[src/rtl/wb_port_arbiter_pkg.sv]
`default_nettype none
// +--------------------------------------------------------------------------+
// | wb_port_arbiter_pkg : shared widths, source ids and helpers for the       |
// | register-file write-back arbiter.                  Revision: 1.0          |
// +--------------------------------------------------------------------------+
package wb_port_arbiter_pkg;

    localparam int REG_AW  = 5;
    localparam int REG_DW  = 32;
    localparam int WB_NREQ = 3;

    typedef enum logic [1:0] {
        WB_SRC_ALU = 2'd0,
        WB_SRC_MEM = 2'd1,
        WB_SRC_MDU = 2'd2
    } wb_src_e;

    function automatic int wb_wrap_inc(input int idx, input int n);
        return (idx + 1 >= n) ? 0 : idx + 1;
    endfunction

endpackage
`default_nettype wire

[src/rtl/wb_port_arbiter_if.sv]
`default_nettype none
// +--------------------------------------------------------------------------+
// | wb_port_arbiter_if : requester handshake, register-file write port and    |
// | decode status bundle.                              Revision: 1.0          |
// +--------------------------------------------------------------------------+
interface wb_port_arbiter_if
    import wb_port_arbiter_pkg::*;
#(
    parameter int NREQ = WB_NREQ,
    parameter int AW   = REG_AW,
    parameter int DW   = REG_DW
) ();

    logic [NREQ-1:0]    req_valid;
    logic [NREQ-1:0]    req_ready;
    logic [NREQ*AW-1:0] req_pos;
    logic [NREQ*DW-1:0] req_data;
    logic               wb_en;
    logic [AW-1:0]      wb_pos;
    logic [DW-1:0]      wb_data;
    logic [2**AW-1:0]   pending_mask;
    logic               idle;

    modport master (
        output req_valid, req_pos, req_data,
        input  req_ready, wb_en, wb_pos, wb_data, pending_mask, idle
    );

    modport slave (
        input  req_valid, req_pos, req_data,
        output req_ready, wb_en, wb_pos, wb_data, pending_mask, idle
    );

endinterface
`default_nettype wire

[src/rtl/wb_port_arbiter_pick.sv]
`default_nettype none
// +--------------------------------------------------------------------------+
// | wb_pick : NREQ-wide one-hot picker. Fixed priority (lowest index) by      |
// | default; round-robin from i_ptr when WB_ARB_RR_EN is defined. Rev: 1.0    |
// +--------------------------------------------------------------------------+
module wb_pick #(
    parameter int NREQ = 3
) (
    input  logic [NREQ-1:0]         i_req,
`ifdef WB_ARB_RR_EN
    input  logic [$clog2(NREQ)-1:0] i_ptr,
`endif
    output logic [NREQ-1:0]         o_gnt,
    output logic [$clog2(NREQ)-1:0] o_gnt_idx
);

    localparam int c_pw = $clog2(NREQ);

`ifdef WB_ARB_RR_EN
    logic [NREQ-1:0] w_rot;
    logic [c_pw:0]   w_sum;
    logic            w_found;

    // Rotate so the search starts at i_ptr, then map the winning offset back.
    always_comb begin
        w_rot   = NREQ'({i_req, i_req} >> i_ptr);
        w_found = 1'b0;
        w_sum   = '0;
        for (int k = 0; k < NREQ; k++) begin
            if (!w_found && w_rot[k]) begin
                w_found = 1'b1;
                w_sum   = {1'b0, i_ptr} + (c_pw+1)'(k);
            end
        end
        if (w_sum >= (c_pw+1)'(NREQ)) begin
            w_sum = w_sum - (c_pw+1)'(NREQ);
        end
        o_gnt_idx = w_sum[c_pw-1:0];
        o_gnt     = w_found ? (NREQ'(1) << o_gnt_idx) : '0;
    end
`else
    logic w_found;

    always_comb begin
        w_found   = 1'b0;
        o_gnt     = '0;
        o_gnt_idx = '0;
        for (int k = 0; k < NREQ; k++) begin
            if (!w_found && i_req[k]) begin
                w_found   = 1'b1;
                o_gnt[k]  = 1'b1;
                o_gnt_idx = c_pw'(k);
            end
        end
    end
`endif

endmodule
`default_nettype wire

[src/rtl/wb_port_arbiter.sv]
`default_nettype none
// +--------------------------------------------------------------------------+
// | wb_port_arbiter : shares the register-file write port among NREQ sources  |
// | with WAW ordering. WB_ARB_RR_EN selects round-robin.   Revision: 1.0      |
// +--------------------------------------------------------------------------+
module wb_port_arbiter
    import wb_port_arbiter_pkg::*;
#(
    parameter int NREQ = WB_NREQ,
    parameter int AW   = REG_AW,
    parameter int DW   = REG_DW
) (
    input  logic             clk,
    input  logic             resetn,
    wb_port_arbiter_if.slave bus
);

    localparam int c_pw = $clog2(NREQ);

    logic [NREQ-1:0]  r_full;
    logic [AW-1:0]    r_pos  [NREQ];
    logic [DW-1:0]    r_data [NREQ];
    logic             r_wb_en;
    logic [AW-1:0]    r_wb_pos;
    logic [DW-1:0]    r_wb_data;

    logic [AW-1:0]    w_req_pos  [NREQ];
    logic [DW-1:0]    w_req_data [NREQ];
    logic [NREQ-1:0]  w_gnt;
    logic [NREQ-1:0]  w_waw;
    logic [NREQ-1:0]  w_ready;
    logic [NREQ-1:0]  w_acc;
    logic [c_pw-1:0]  w_gnt_idx;
    logic [AW-1:0]    w_gnt_pos;
    logic [DW-1:0]    w_gnt_data;
    logic [2**AW-1:0] w_mask;

    for (genvar gi = 0; gi < NREQ; gi++) begin : g_unpack
        assign w_req_pos[gi]  = bus.req_pos[gi*AW +: AW];
        assign w_req_data[gi] = bus.req_data[gi*DW +: DW];
    end

`ifdef WB_ARB_RR_EN
    logic [c_pw-1:0] r_ptr;

    always_ff @(posedge clk) begin
        if (!resetn) begin
            r_ptr <= '0;
        end else if (|w_gnt) begin
            r_ptr <= c_pw'(wb_wrap_inc(int'(w_gnt_idx), NREQ));
        end
    end
`endif

    wb_pick #(
        .NREQ      (NREQ)
    ) u_pick (
        .i_req     (r_full),
`ifdef WB_ARB_RR_EN
        .i_ptr     (r_ptr),
`endif
        .o_gnt     (w_gnt),
        .o_gnt_idx (w_gnt_idx)
    );

    assign w_gnt_pos  = r_pos[w_gnt_idx];
    assign w_gnt_data = r_data[w_gnt_idx];

    // A write may not overtake an older same-register write still waiting in
    // another slot, nor a lower-index requester targeting the same register.
    always_comb begin
        w_waw = '0;
        for (int i = 0; i < NREQ; i++) begin
            if (w_req_pos[i] != '0) begin
                for (int j = 0; j < NREQ; j++) begin
                    if (j != i && r_full[j] && !w_gnt[j] && r_pos[j] == w_req_pos[i]) begin
                        w_waw[i] = 1'b1;
                    end
                    if (j < i && bus.req_valid[j] && w_req_pos[j] == w_req_pos[i]) begin
                        w_waw[i] = 1'b1;
                    end
                end
            end
        end
    end

    assign w_ready = {NREQ{resetn}} & (~r_full | w_gnt) & ~w_waw;
    assign w_acc   = bus.req_valid & w_ready;

    always_ff @(posedge clk) begin
        if (!resetn) begin
            r_full    <= '0;
            r_wb_en   <= 1'b0;
            r_wb_pos  <= '0;
            r_wb_data <= '0;
            for (int k = 0; k < NREQ; k++) begin
                r_pos[k]  <= '0;
                r_data[k] <= '0;
            end
        end else begin
            for (int k = 0; k < NREQ; k++) begin
                if (w_acc[k]) begin
                    r_full[k] <= 1'b1;
                    r_pos[k]  <= w_req_pos[k];
                    r_data[k] <= w_req_data[k];
                end else if (w_gnt[k]) begin
                    r_full[k] <= 1'b0;
                end
            end
            // r0 writes drain through the port but never assert the enable.
            if (|w_gnt) begin
                r_wb_en   <= (w_gnt_pos != '0);
                r_wb_pos  <= w_gnt_pos;
                r_wb_data <= w_gnt_data;
            end else begin
                r_wb_en   <= 1'b0;
            end
        end
    end

    always_comb begin
        w_mask = '0;
        for (int k = 0; k < NREQ; k++) begin
            if (r_full[k]) begin
                w_mask[r_pos[k]] = 1'b1;
            end
        end
        if (r_wb_en) begin
            w_mask[r_wb_pos] = 1'b1;
        end
        w_mask[0] = 1'b0;
        if (!resetn) begin
            w_mask = '0;
        end
    end

    assign bus.req_ready    = w_ready;
    assign bus.wb_en        = r_wb_en;
    assign bus.wb_pos       = r_wb_pos;
    assign bus.wb_data      = r_wb_data;
    assign bus.pending_mask = w_mask;
    assign bus.idle         = !resetn | (~|r_full & !r_wb_en);

endmodule
`default_nettype wire

[src/flat_wrapper.sv]
// flat-port wrapper written by rule: the top's interface ports become plain ports
module wb_port_arbiter_flat import wb_port_arbiter_pkg::*;
#(
    parameter int NREQ = WB_NREQ,
    parameter int AW   = REG_AW,
    parameter int DW   = REG_DW
)
  (clk, resetn, bus_req_valid, bus_req_pos, bus_req_data, bus_req_ready, bus_wb_en, bus_wb_pos, bus_wb_data, bus_pending_mask, bus_idle);
  wb_port_arbiter_if #(.NREQ(NREQ), .AW(AW), .DW(DW)) bus_i ();
  input  logic clk;
  input  logic resetn;
  input wire logic [$bits(bus_i.req_valid)-1:0] bus_req_valid;
  input wire logic [$bits(bus_i.req_pos)-1:0] bus_req_pos;
  input wire logic [$bits(bus_i.req_data)-1:0] bus_req_data;
  output wire logic [$bits(bus_i.req_ready)-1:0] bus_req_ready;
  output wire logic [$bits(bus_i.wb_en)-1:0] bus_wb_en;
  output wire logic [$bits(bus_i.wb_pos)-1:0] bus_wb_pos;
  output wire logic [$bits(bus_i.wb_data)-1:0] bus_wb_data;
  output wire logic [$bits(bus_i.pending_mask)-1:0] bus_pending_mask;
  output wire logic [$bits(bus_i.idle)-1:0] bus_idle;
  assign bus_i.req_valid = bus_req_valid;
  assign bus_i.req_pos = bus_req_pos;
  assign bus_i.req_data = bus_req_data;
  assign bus_req_ready = bus_i.req_ready;
  assign bus_wb_en = bus_i.wb_en;
  assign bus_wb_pos = bus_i.wb_pos;
  assign bus_wb_data = bus_i.wb_data;
  assign bus_pending_mask = bus_i.pending_mask;
  assign bus_idle = bus_i.idle;
  wb_port_arbiter #(.NREQ(NREQ), .AW(AW), .DW(DW)) u_core (.clk(clk), .resetn(resetn), .bus(bus_i));
endmodule
[config.mk]
export PLATFORM = sky130hd
export DESIGN_NAME = wb_port_arbiter_flat
export DESIGN_NICKNAME = d
export VERILOG_FILES = /design/src/rtl/wb_port_arbiter_pkg.sv /design/src/rtl/wb_port_arbiter_if.sv /design/src/rtl/wb_port_arbiter_pick.sv /design/src/rtl/wb_port_arbiter.sv /design/src/flat_wrapper.sv
export SDC_FILE = /design/constraint.sdc
export NUM_CORES = 1
export LEC_CHECK = 0
export CAP_MARGIN = 20
export CORE_MARGIN = 2
export CORE_UTILIZATION = 47
export DETAILED_ROUTE_END_ITERATION = 16
export GPL_TIMING_DRIVEN = 0
export HOLD_SLACK_MARGIN = 0.02
export PLACE_DENSITY = 0.85
export SYNTH_ARGS = -nofsm -noshare
export SYNTH_HDL_FRONTEND = slang
export SYNTH_HIERARCHICAL = 1
export SYNTH_SLANG_ARGS = --single-unit
[constraint.sdc]
create_clock -name clk -period 3.3 [get_ports clk]
set_clock_uncertainty 0.1 [all_clocks]
set_input_delay 0.495 -clock clk [delete_from_list [all_inputs] [get_ports clk]]
set_output_delay 0.495 -clock clk [all_outputs]
set_load 0.005 [all_outputs]
* After elaboration in Yosys (flattened, before gate mapping)
Memory sizes are Yosys's and may differ from the RTL's. A register that Yosys moved wholly into a read port is not among the register bits.
Index checks and enable logic that the tools add are counted.
** Storage, ports and cells
- Bits in read-only memories :: 0
- Latch bits :: 0
- Output and inout bits :: 74
- Memory bits (writable) :: 111
- Bits of input ports :: 116
- Logic and storage cells :: 130
- Memories :: 2
- Flip-flop bits (word level) :: 9
** Memory list
- u_core.r_data :: words 3, bits a word 32, read ports 1, clocked after Yosys merged registers in 1, write ports 3, line wb_port_arbiter.sv:22 : logic [DW-1:0] r_data [NREQ];
- u_core.r_pos :: words 3, bits a word 5, read ports 4, clocked after Yosys merged registers in 0, write ports 3, line wb_port_arbiter.sv:21 : logic [AW-1:0] r_pos [NREQ];
** Operators by class
- Bitwise logic cells :: 17
- $add $sub $neg :: 0
- Reductions and logical operators :: 36
- Div/mod/pow operators :: 0
- Mux-type cells :: 53
- Multiply operators :: 0
- Eq/ne operators :: 9
- Shifts and indexed selects :: 0
- $lt $le $gt $ge :: 8
** Operator list (number)
- $mux W32 :: 8
- $or A32 B32 Y32 :: 3
- $eq A5 B5 Y1 :: 9
- $mux W1 :: 37
- $lt A5 B6 Y1 const B :: 4
- $demux W1 S5 :: 4
- $ge A5 B1 Y1 const B :: 4
- $reduce_bool A5 Y1 :: 4
- $logic_and A1 B1 Y1 :: 18
- $mux W5 :: 3
- $and A3 B3 Y3 :: 3
- $logic_not A1 Y1 :: 8
- $or A1 B1 Y1 :: 7
- $not A3 Y3 :: 2
- $reduce_bool A2 Y1 :: 3
- $reduce_or A3 Y1 :: 2
- $or A3 B3 Y3 :: 1
- $mux W2 :: 1
- $reduce_and A2 Y1 :: 1
- $and A1 B1 Y1 :: 1

* Logic depth before layout (Yosys ltp)
- Word-level depth :: 19
- Gate-level depth with buffers :: 9
- Gate-level depth less buffers :: 7

* By module
Netlist, hierarchy kept.
** Modules (own cells, without submodules)
- wb_port_arbiter :: cells an instance 820, instances 1, seq. area each 4154.0 µm², area an instance 8863.5 µm²
- wb_pick :: cells an instance 5, instances 1, seq. area each 0.0 µm², area an instance 41.3 µm²

* Worst setup path after synthesis
OpenSTA, ideal clock, no wires.
- Kind :: input to register
- From :: in bus_req_pos[13]
- To :: mem u_core/r_data[2][0] in the netlist's numbering, enable pin
- Arrival :: 2.650 ns
- Setup slack :: 0.155 ns
- Stages :: 9
- Buffers on the path :: 3
- Setup time :: 0.395 ns
- Data required time :: 2.805 ns
- Cell sequence :: buf_2 > xor2_1 > nor4_1 > and3_4 > nor4_4 > o2111ai_4 > buf_6 > buf_6 > nand2_1
** RTL lines
- start, declared :: line flat_wrapper.sv:13 : input wire logic [$bits(bus_i.req_pos)-1:0] bus_req_pos;
- end, declared :: line wb_port_arbiter.sv:22

* Worst setup path in the final report
- From :: in resetn
- To :: out bus_pending_mask[23]
** On the way
- Cells in the longest elaborated chain, start to end :: 1
** RTL lines
- start, declared :: line flat_wrapper.sv:11 : input logic resetn;
- $mux W32 :: line wb_port_arbiter.sv:132 : if (!resetn) begin
- end, declared :: line flat_wrapper.sv:19 : output wire logic [$bits(bus_i.pending_mask)-1:0] bus_pending_mask;
Every way passes these cells.

==> impl_metrics.tcl <==
set metrics [dict create \
    run_status "finished, final reports clean" \
    dp_hpwl_um 18900 \
    syn_area_mm2 0.00890 \
    final_core_util_pct 61.8 \
    period_needed_ns 3.25 \
    holdCritStartpoint "bus_req_pos[6]" \
    timing.final.ws_setup_ns 0.0466 \
    core.rowCount 50 \
    timing.reg2reg.setup_slack_ns 0.29 \
    finalWeightedCongestion 0.901 \
    ctsResizeCount 1 \
    number_of_enable_type_register_cells_in_the_synthesized_netlist 111 \
    clk_latency_ns 0.43 \
    totalWireLength_um 26300 \
    global_route.overflow_total 0 \
    netlist_top_cells_count "sky130_fd_sc_hd__edfxtp_1 (111), sky130_fd_sc_hd__a21boi_2 (90), sky130_fd_sc_hd__o22ai_1 (62)" \
    timing.critical_path.to_type "primary output" \
    synth.most_common_cell "sky130_fd_sc_hd__edfxtp_1" \
    num_io_pins 190 \
    vdd_drop_max_uv 488 \
    drt_first_iter_violations 798 \
    required_ns 2.70 \
    asyncSetResetFlopFracSynth_pct 0 \
    finish.net_count 1131 \
    floorplan.initialDensity_pct 47.8 \
    clock-sinks 152 \
    fmax_ghz 0.307 \
    power_density_mw_per_mm2 485 \
    cts_tree "done" \
    post-synth-top-area-fraction_pct 37.4 \
    crit_path_start_kind "primary input" \
    rsz0062_at_grt "true" \
    maxSlewHeadroom_pct 37.7 \
    netlist.top_cell.by_area "sky130_fd_sc_hd__edfxtp_1" \
    clock_tree.root_cell "sky130_fd_sc_hd__clkbuf_16" \
    post-layout-total-power_mw 5.59 \
    routed_via_density 5.89 \
    synthesis.area_per_instance_um2 10.8 \
    yosysWarningCount 6 \
    total_cts_buffers 17 \
    maximum_root_to_sink_buffer_count 2 \
    p_leak_nw 3.97 \
    syn2layout_area_growth_pct 29.3 \
    first_pass_grt_wire_length_um 39200 \
    maxSlewViolCount 0 \
    start_of_the_worst_register_to_register_path "u_core/r_full[1]$_SDFFE_PN0P_" \
    final_layout_size_suffix_gt1_share_pct 19.6 \
    total_nets_after_synthesis 941 \
    critical_path_peak_fanout 11 \
    die_width_um 142 \
    synthTopCellsByArea "sky130_fd_sc_hd__edfxtp_1 (37%), sky130_fd_sc_hd__a21boi_2 (11%), sky130_fd_sc_hd__dfxtp_1 (9.2%)" \
    critical_path_arrival_ns 2.66 \
    count_of_endpoints_failing_setup_in_the_final_report 0 \
    postCtsSetupRepairBufs 0 \
    worstRegToRegCells 8 \
    min_delay_path_depth 2 \
    place_ws_ns -0.149 \
    worst_hold_path.endpoint "u_core/r_pos[1][1]$_SDFFCE_PN0P_" \
    count_of_nets_left_with_antenna_violations_after_detail_routing 0 \
    grt_pass1_vias 7148 \
    wl_per_cell_um 20.8 \
    grt_start_max_net_pins 38 \
    r2r_end "u_core/r_data[2][7]$_SDFFCE_PN0P_" \
    count_of_unresolved_drc_violations_after_routing 0 \
    synthesis.instances 825 \
    via_count 7437 \
    grt_usage_pct 25.8 \
    drt-pass1-iter-count 5 \
    core_region_area_mm2 0.0186 \
    critical_path_class "primary input to primary output" \
    floorplan.die.height_um 142 \
    clock_tree.htree_level_count 4 \
    most_used_flip_flop_cell_after_synthesis "sky130_fd_sc_hd__edfxtp_1" \
    finalCritPeriodShare_pct 98.6 \
    grt_antenna_before_repair 0 \
    yosysSeqAreaShare_pct 46.6 \
    synth.distinct_cells 46 \
    postSynthRegisterBits 152 \
    hold_violations 0 \
    port_buffers 172 \
    clk_transition_reported_paths_ns 0.06 \
    worstMarginPinSlew_ns 0.931 \
    worst_hold_path_type "primary input to flip-flop" \
    die_area_mm2 0.0201 \
    postCtsHoldBufs 0 \
    timing.max_cap.violations 0 \
]
## cells by family after synthesis
family / share of synthesized area (%)
xor+xnor: 4.43
mux: 4.27
buf+inv: 6.37
compound gates: 25.7
flops: 46.6
simple gates: 12.5
other cells: 0.0421
## worst max-delay path by stage
stage | cells past startpoint | to | slack [ns] | start
after detailed placement | 4 | u_core/r_data[0][7]$_SDFFCE_PN0P_ | -0.15 | resetn
after CTS | 8 | u_core/r_data[2][28]$_SDFFCE_PN0P_ | 0.07 | u_core/r_full[0]$_SDFFE_PN0P_
after global routing | 5 | bus_pending_mask[23] | -0.00008 | resetn
final | 5 | bus_pending_mask[23] | 0.05 | resetn
after floorplan | 9 | u_core/r_data[2][0]$_SDFFCE_PN0P_ | 0.16 | bus_req_pos[13]
after global placement | 4 | u_core/r_data[1][6]$_SDFFCE_PN0P_ | -0.65 | resetn
## critical path, cell delays in order
cell and delay [ns]:
sky130_fd_sc_hd__clkbuf_1 0.63, sky130_fd_sc_hd__clkbuf_1 0.40, sky130_fd_sc_hd__clkbuf_2 0.41, sky130_fd_sc_hd__o21a_1 0.20, sky130_fd_sc_hd__clkdlybuf4s50_1 0.51
## layout make-up
class	count	area [um^2]
buffer	93	564
sequential	152	4150
antenna	1	2.50
clock buffer	18	429
fill	1441	7130
clock inverter	14	151
timing repair buffer	172	1720
multi-input combinational	579	4200
tap	234	293
## routing by layer
layer,vias up,routed length [um],track usage (%)
li1,3395,-,-
met1,3527,10900,35.5
met2,448,12000,39.4
met3,67,2370,4.29
met4,0,986,13.2
met5,-,0,0
## sequential cells by signal (all words and copies together), names as in the netlist
| signal | flops |
|---|---|
| u_core/r_pos | 15 |
| u_core/r_data | 96 |
| u_core/r_full | 3 |
| u_core/bus.wb_pos | 5 |
| u_core/bus.wb_data | 32 |
| u_core/bus.wb_en | 1 |
## report_power, final
part | leakage [nW] | switching, mW | internal (mW)
Sequential | 1.49 | 0.0889 | 2.29
Combinational | 2.20 | 0.713 | 0.589
Clock | 0.271 | 0.790 | 1.12
Total | 3.97 | 1.59 | 4.00
## cell usage in the layout, fill, tap and decap left out, types with 3 or more instances in the layout
cell type,Yosys,final
sky130_fd_sc_hd__clkdlybuf4s50_1,0,172
sky130_fd_sc_hd__edfxtp_1,111,111
sky130_fd_sc_hd__a21boi_2,90,90
sky130_fd_sc_hd__o22ai_1,62,62
sky130_fd_sc_hd__nor2_1,46,46
sky130_fd_sc_hd__nand2_1,49,46
sky130_fd_sc_hd__dfxtp_1,41,41
sky130_fd_sc_hd__mux2i_1,38,38
sky130_fd_sc_hd__a21oi_1,37,37
sky130_fd_sc_hd__o21ai_0,37,37
sky130_fd_sc_hd__and2_1,36,36
sky130_fd_sc_hd__buf_2,33,33
sky130_fd_sc_hd__xnor2_1,32,32
sky130_fd_sc_hd__o21a_1,31,31
sky130_fd_sc_hd__clkbuf_1,31,30
sky130_fd_sc_hd__a21boi_0,23,23
sky130_fd_sc_hd__nand3b_1,20,20
sky130_fd_sc_hd__buf_6,19,19
sky130_fd_sc_hd__clkbuf_16,0,17
sky130_fd_sc_hd__xor2_1,13,13
sky130_fd_sc_hd__or3b_2,10,10
sky130_fd_sc_hd__nand3_1,9,9
sky130_fd_sc_hd__nand4_1,8,8
sky130_fd_sc_hd__buf_4,8,8
sky130_fd_sc_hd__nor3_1,5,5
sky130_fd_sc_hd__clkinvlp_4,0,4
sky130_fd_sc_hd__clkinv_4,0,4
sky130_fd_sc_hd__or3_1,4,4
sky130_fd_sc_hd__nand2b_1,4,4
sky130_fd_sc_hd__buf_1,3,3
## through the flow
stage | hold WS (ns) | setup TNS [ns] | cell area, um^2 | std cells
finish | 0.347 | 0 | 11500 | 1263
global route | 0.363 | -0.0000759 | 11500 | 1262
global placement | 0.439 | -68.85 | 10900 | 1231
floorplan | 0.452 | 0 | 8900 | 825
CTS | 0.334 | 0 | 11500 | 1263
detailed placement | 0.453 | -14.60 | 10900 | 1231
Note: power is estimated with default switching activity, not from simulation.
